===== config.mk =====
export PLATFORM = sky130hd
export DESIGN_NAME = apb_reg_slave
export DESIGN_NICKNAME = d
export VERILOG_FILES = /design/src/rtl/apb_pkg.sv /design/src/rtl/apb_wait_counter.sv /design/src/rtl/apb_reg_slave.sv
export SDC_FILE = /design/constraint.sdc
export NUM_CORES = 1
export LEC_CHECK = 0
export CAP_MARGIN = 30
export CORE_MARGIN = 5
export CORE_UTILIZATION = 35
export CTS_CLUSTER_SIZE = 14
export DETAILED_ROUTE_END_ITERATION = 12
export PLACE_DENSITY = 0.48
export SYNTH_ARGS = -nofsm -noshare
export SYNTH_HDL_FRONTEND = slang
export SYNTH_SLANG_ARGS = --single-unit

===== constraint.sdc =====
create_clock -name PCLK -period 44.6 [get_ports PCLK]
set_clock_uncertainty 0.1 [all_clocks]
set_input_delay 8.92 -clock PCLK [delete_from_list [all_inputs] [get_ports PCLK]]
set_output_delay 8.92 -clock PCLK [all_outputs]
set_load 0.01 [all_outputs]

===== src/rtl/apb_pkg.sv =====
// Shared definitions for the APB register slave: FSM states, register map
// indices and address decode helpers.
package apb_pkg;

    // Transfer FSM states
    typedef enum logic {
        IDLE   = 1'b0,
        ACCESS = 1'b1
    } apb_state_e;

    localparam int unsigned NUM_REGS = 16;
    localparam int unsigned REG_WCNT = 14;
    localparam int unsigned REG_ID   = 15;

    // Width of the wait-state counter; WAIT_STATES is limited to 0..15
    localparam int unsigned WAIT_W   = 4;

    // Only the lowest 64 bytes of the slave window are decoded
    function automatic logic addr_in_range(input logic [31:0] addr);
        return addr[31:6] == 26'd0;
    endfunction

    // Word index of the register selected by a byte address
    function automatic logic [3:0] reg_index(input logic [31:0] addr);
        return addr[5:2];
    endfunction

endpackage


===== src/rtl/apb_wait_counter.sv =====
// Wait-state down-counter for the APB access phase. Loaded in the setup
// cycle, decremented once per stalled access cycle, saturates at zero.
module apb_wait_counter
    import apb_pkg::*;
(
    input  logic              clk,
    input  logic              rst,
    input  logic              load,
    input  logic              dec,
    input  logic [WAIT_W-1:0] load_val,
    output logic              zero
);

    logic [WAIT_W-1:0] count_q;

    // Load has priority over decrement; never wraps below zero
    always_ff @(posedge clk or posedge rst) begin
        if (rst) begin
            count_q <= '0;
        end else if (load) begin
            count_q <= load_val;
        end else if (dec && (count_q != '0)) begin
            count_q <= count_q - 1'b1;
        end
    end

    assign zero = (count_q == '0);

endmodule


===== src/rtl/apb_reg_slave.sv =====
// APB3 register slave: 14 read/write registers, a committed-write counter
// at index 14 and a constant ID at index 15, with programmable wait states.
// Optional feature macro: APB_SLV_PSLVERR_EN enables PSLVERR on out-of-range
// accesses and writes to the read-only registers; without it PSLVERR is 0.
module apb_reg_slave
    import apb_pkg::*;
#(
    parameter int unsigned WAIT_STATES = 1,
    parameter logic [31:0] ID_VALUE    = 32'hA5B0_0001
) (
    input  logic        PCLK,
    input  logic        PRESET,
    input  logic        PSEL,
    input  logic        PENABLE,
    input  logic        PWRITE,
    input  logic [31:0] PADDR,
    input  logic [31:0] PWDATA,
    output logic [31:0] PRDATA,
    output logic        PREADY,
    output logic        PSLVERR
);

    localparam logic [WAIT_W-1:0] WAIT_LOAD = WAIT_W'(WAIT_STATES);
    localparam logic [3:0]        IDX_WCNT  = 4'(REG_WCNT);
    localparam logic [3:0]        IDX_ID    = 4'(REG_ID);

    apb_state_e  state_q;
    logic        setup;
    logic        access;
    logic        cnt_zero;
    logic        cnt_dec;
    logic [3:0]  idx;
    logic        in_range;
    logic        is_ro;
    logic        wr_commit;
    logic [31:0] rd_val;
    logic [31:0] regs_q [REG_WCNT];
    logic [31:0] wcnt_q;

    // Byte-lane bits are irrelevant for word registers
    logic unused_addr_bits;
    assign unused_addr_bits = ^PADDR[1:0];

    assign setup    = PSEL & ~PENABLE;
    assign access   = (state_q == ACCESS) & PSEL & PENABLE;
    assign cnt_dec  = access & ~cnt_zero;
    assign PREADY   = access & cnt_zero;

    assign idx      = reg_index(PADDR);
    assign in_range = addr_in_range(PADDR);
    assign is_ro    = (idx >= IDX_WCNT);

    // Only in-range writes to the writable block ever change state
    assign wr_commit = PREADY & PWRITE & in_range & ~is_ro;

    apb_wait_counter u_wait_counter (
        .clk      (PCLK),
        .rst      (PRESET),
        .load     (setup),
        .dec      (cnt_dec),
        .load_val (WAIT_LOAD),
        .zero     (cnt_zero)
    );

    // Transfer FSM: a setup cycle opens an access, completion or a dropped
    // PSEL closes it; a fresh setup while in ACCESS restarts the wait count
    always_ff @(posedge PCLK or posedge PRESET) begin
        if (PRESET) begin
            state_q <= IDLE;
        end else begin
            unique case (state_q)
                IDLE: begin
                    if (setup) begin
                        state_q <= ACCESS;
                    end
                end
                ACCESS: begin
                    if (!PSEL) begin
                        state_q <= IDLE;
                    end else if (PENABLE && cnt_zero) begin
                        state_q <= IDLE;
                    end
                end
                default: state_q <= IDLE;
            endcase
        end
    end

    // Read/write register file
    always_ff @(posedge PCLK or posedge PRESET) begin
        if (PRESET) begin
            for (int i = 0; i < REG_WCNT; i++) begin
                regs_q[i] <= '0;
            end
        end else if (wr_commit) begin
            regs_q[idx] <= PWDATA;
        end
    end

    // Committed-write counter, wraps naturally at 2^32
    always_ff @(posedge PCLK or posedge PRESET) begin
        if (PRESET) begin
            wcnt_q <= '0;
        end else if (wr_commit) begin
            wcnt_q <= wcnt_q + 32'd1;
        end
    end

    // Register read mux; out-of-range addresses read as zero
    always_comb begin
        rd_val = '0;
        if (in_range) begin
            if (idx == IDX_ID) begin
                rd_val = ID_VALUE;
            end else if (idx == IDX_WCNT) begin
                rd_val = wcnt_q;
            end else begin
                rd_val = regs_q[idx];
            end
        end
    end

    // PRDATA is only driven during a read completion cycle
    always_comb begin
        PRDATA = '0;
        if (PREADY && !PWRITE) begin
            PRDATA = rd_val;
        end
    end

`ifdef APB_SLV_PSLVERR_EN
    logic bad_access;
    assign bad_access = ~in_range | (PWRITE & is_ro);
    assign PSLVERR    = PREADY & bad_access;
`else
    assign PSLVERR    = 1'b0;
`endif

endmodule


; After elaboration in Yosys (flattened, before gate mapping)
; Cells that the tools add are included.
[word_totals]
output_inout_bits = 34
ff_bits = 485
wordCells = 62
[op_classes]
n_eq_ne = 2
add_sub_neg = 2
n_reduce_logical = 9
magnitude_cmp = 3
n_mux = 16
bitwise_logic = 13
[op_table]
columns = op, count
row1 = 448-bit bitwise mux, 1
row2 = 32-bit two-way mux, 7
row3 = 32-bit binary-select mux with 4-bit select, 1
row4 = 32-bit demux with 4-bit select, 1
row5 = 32-bit by 1-bit adder with 32-bit output (second input constant), 1
row6 = 26-bit logical NOT, 1
row7 = 1-bit bitwise AND, 8
row8 = 4-bit equality test (second input constant), 2
row9 = 4-bit two-way mux, 2
row10 = 5-bit greater-or-equal comparator (second input constant), 1
row11 = 5-bit by 1-bit less-than comparator with 1-bit output (second input constant), 1
row12 = 4-bit NOT with 5-bit output, 1
row13 = 4-bit greater-or-equal comparator (second input constant), 1
row14 = 1-bit logical AND, 4
row15 = 4-bit logical NOT, 1
row16 = 1-bit NOT, 4
row17 = 4-bit nonzero test, 1
row18 = 4-bit by 1-bit subtractor with 4-bit output (second input constant), 1
row19 = 1-bit two-way mux, 3
row20 = 1-bit one-hot mux with 2 select lines, 1
row21 = 2-bit nonzero test, 1
row22 = 1-bit logical NOT, 1

; Depth between registers and ports, before layout
[logic_depth]
ltp_word = 8
ltp_mapped = 10

; By module
; Synthesis repeated with hierarchy kept, for this count alone.
[unflattened]
cells_unflattened = 1668
area_unflattened_um2 = 22723.0
[by_module_without_submodules]
columns = mod, n_inst, area_each_um2, cells_per_inst
row1 = apb_reg_slave, 1, 22461.5, 1640
row2 = apb_wait_counter, 1, 261.5, 28

; Worst setup path before layout
; OpenSTA, ideal clock, no wires.
[synth_timing]
path_kind = input -> output
startpoint = input PADDR[8]
endpoint = output PRDATA[0]
t_arrival_ns = 10.955
required_ns = 35.580
setup_slack_ns = 24.625
stages = 7
path_cell_list = nor4_1 > nand4_1 > or2_0 > buf_6 > or3_1 > clkbuf_1 > a2111oi_0
[synth_via]
elab_chain_len = 3
[synth_lines]
columns = item, line_no
row1 = "start, declared", apb_reg_slave.sv:16  ; input logic [31:0] PADDR,
row2 = 26-bit logical NOT, apb_pkg.sv:20  ; return addr[31:6] == 26'd0;
row3 = 32-bit two-way mux, apb_reg_slave.sv:112  ; if (in_range) begin
row4 = 32-bit two-way mux, apb_reg_slave.sv:126  ; if (PREADY && !PWRITE) begin
row5 = "end, declared", apb_reg_slave.sv:18  ; output logic [31:0] PRDATA,
; Every way passes these cells.

; Worst setup path after layout
[layout_timing]
startpoint = input PADDR[7]
endpoint = output PRDATA[20]
; The elaborated chain is that of the path after synthesis.

==> metrics.txt <==
status finished, final reports clean; Gates resized, CTS repair 0; I/O Buffers 99; mux cell area share after synthesis approximately 32%; Tightest Pin Transition ~1000 ps; WHS 377 ps; predominant post-synthesis flop cell dfrtp_1; grt met3 use 3.11%; Hold Buf Count CTS 0; Pre-antenna DRT Iters 4; Worst-path clk slew about 60 ps; R2R setup slack 40980 ps; Post-CTS Setup Repair Bufs 0; post-synthesis xor/xnor area fraction 1.31%; simple-gate share of the synthesized area under 10%; Die H between 200 and 300 um; Hold Startpoint wcnt_q[31]; H-Tree Depth 2; synthesized cell area 22800 um2; Synth Instances ~1.7k; crit end category output pin; fin. max-slew vios 0; initial antenna violation count 5; Hold Path Depth 1; Reg2Reg Depth 10; Fin. Hold Viols 0; io pins 103; top post-synthesis cells by area dfrtp_1 53%, mux2_2 23%, mux4_2 7.1%; Peak Freq ~0.046 GHz; Pwr Density between 30 and 40 nW/um2; area of the multi-input gates between 10000 and 15000 um2; Synth Area in Compound Gates under 10%; Area growth syn-to-layout 16.6%; synth warn 0; Clock Latency Late Sink around 600 ps; Avg WL per Cell around 25 um; drt total wl approximately 64000 um; number of synthesized flops with an enable pin 0; DRC viols 0; Post-Synth Adder-Cell Area less than 1%; FP Rows a little over 90; Post-DP HPWL between 30000 and 40000 um; Worst Hold Endpoint wcnt_q[31]; Max Fanout on Critical Path 10; CTS Buf Count 56; fraction of layout cells with a size suffix above 1 40.4%; area leader, netlist dfrtp_1; fillers about 6k; Synth top cells by count 485 x dfrtp_1, 468 x mux2_2, 76 x nor2_1; period utilization about 48%; met2 usage slightly below 30%; DRT iter0 DRCs roughly 760; CTS max path bufs 3; Worst setup SP type input port; max-cap violation count 0; worst slack at placement about 23000 ps; die span in x approximately 270 um; CP arrival around 13000 ps; final period demand of the worst path between 20000 and 25000 ps; Post-layout nets about 1.8k; #FFs+latches synth around 490; PnR worst setup slack roughly 23000 ps; clock root buffer clkbuf_16; Synth Net Count roughly 1.7k; busiest grt layer met2; setup_tns 0 ps; Starting Density ~35%; Total Die Area around 70000 um2; GRT overflow 0; Seq. cell area ~12000 um2; leakage power of the design around 13 nW; Tot GR Track Use roughly 18%; GR Util met1 about 26%; largest family of logic cells by synthesized area multiplexers; CTS tree built; vias in the first global route 15.1k; register area share after synthesis approximately 53%; Hold Path Class flip-flop to flip-flop; Routability Congestion around 0.80; clk sinks 485; crit path kind input port to output pin; Synth top area share 53.2%; Worst VDD drop 0.0282 mV; Antenna Nets Post-Route 0; synth unique cells 42; worst r2r dst regs_q[323]; most common cell in the netlist dfrtp_1; Finished Core Util between 40% and 50%; Slew Limit Headroom between 30% and 40%; via count ~14k; synthesized area per cell around 14 um2; via/cell ratio roughly 5.4; asr flop ratio synth between 90% and 100%; Core ar. around 64000 um2; RSZ-0062 raised after global routing false; Setup Viol. Count Final 0; WP data required roughly 36000 ps; reg2reg start u_wait_counter.count_q[0]; largest net degree at the start of global routing approximately 140; first-pass GRT wire length between 90000 and 100000 um
[worst max path at each step]
stage                          from    endpoint  slack, ps  cells after the start
after floorplan              PRESET   regs_q[0]      22050                      1
after global placement     PADDR[3]  PRDATA[20]      22860                      6
after detailed placement   PADDR[3]  PRDATA[20]      22960                      6
after CTS                  PADDR[3]  PRDATA[20]      22940                      6
after global routing      PADDR[11]  PRDATA[20]      22820                      8
final                      PADDR[7]  PRDATA[20]      23060                      8
[sequential cells by signal, indices dropped and copies added, names as in the netlist]
signal and count:
u_wait_counter.count_q 4, regs_q 448, state_q 1, wcnt_q 32
[through the flow]
step	cell area (um2)	total power, W	std cells
2_1_floorplan	22800	0.000482	1663
3_3_place_gp	24500	0.000504	2501
3_5_place_dp	24600	0.000505	2506
4_1_cts	26500	0.000990	2607
5_1_grt	26600	0.00101	2609
6_report	26600	0.000976	2610
[final cells by class]
cell class / count / area share [%]
Antenna cell: 1 / 0.00941
Clock buffer: 80 / 6.29
Clock inverter: 21 / 0.998
Inverter: 5 / 0.0988
Multi-Input combinational cell: 1022 / 37.6
Sequential cell: 485 / 45.7
Tap cell: 855 / 4.02
Timing Repair Buffer: 141 / 5.28
[cells in the final DEF (no fill, tap or decap), types with 14 or more instances in the layout]
cell	n
clkdlybuf4s50_1	95
nor2_1	76
clkbuf_8	17
nor2b_1	17
mux4_2	72
buf_4	33
nand2_1	38
clkbuf_16	57
mux2_1	36
o21ai_0	15
dfrtp_1	485
o22ai_1	37
a21oi_1	30
nor3_1	58
nand3_1	23
a2bb2oi_1	15
mux2_2	468
nand4_1	16
xnor2_1	21
nand2b_1	14
[metal layers]
metal	part of all wire [%]	routed length, um
met1	47	29900
met2	47	30000
met3	4.3	2770
met4	2.0	1260
met5	0.019	12
[kinds of logic (layout without fill, tap and decap cells)]
| family | Yosys count | after routing |
|---|---|---|
| buffers and inverters | 156 | 247 |
| DFF | 485 | 485 |
| muxes | 576 | 576 |
| adders and majority gates | 3 | 3 |
| other | 1 | 2 |
| and+or+nand+nor | 293 | 293 |
| AOI/OAI and AO/OA | 115 | 115 |
| xor gates and xnor gates | 34 | 34 |
[report_power, final]
group | internal [W] | switching [W]
Combinational | 0.0000172 | 0.0000365
Clock | 0.000294 | 0.000186
Sequential | 0.000442 | 0.00000126
Total | 0.000753 | 0.000224
[critical path, cell delays in order]
cell and delay (ps):
clkdlybuf4s50_1 420, nor4_1 280, nand4_1 270, or2_0 290
buf_4 220, or3_1 620, a2111oi_0 830, clkdlybuf4s50_1 680
Note: power is estimated with default switching activity, not from simulation.
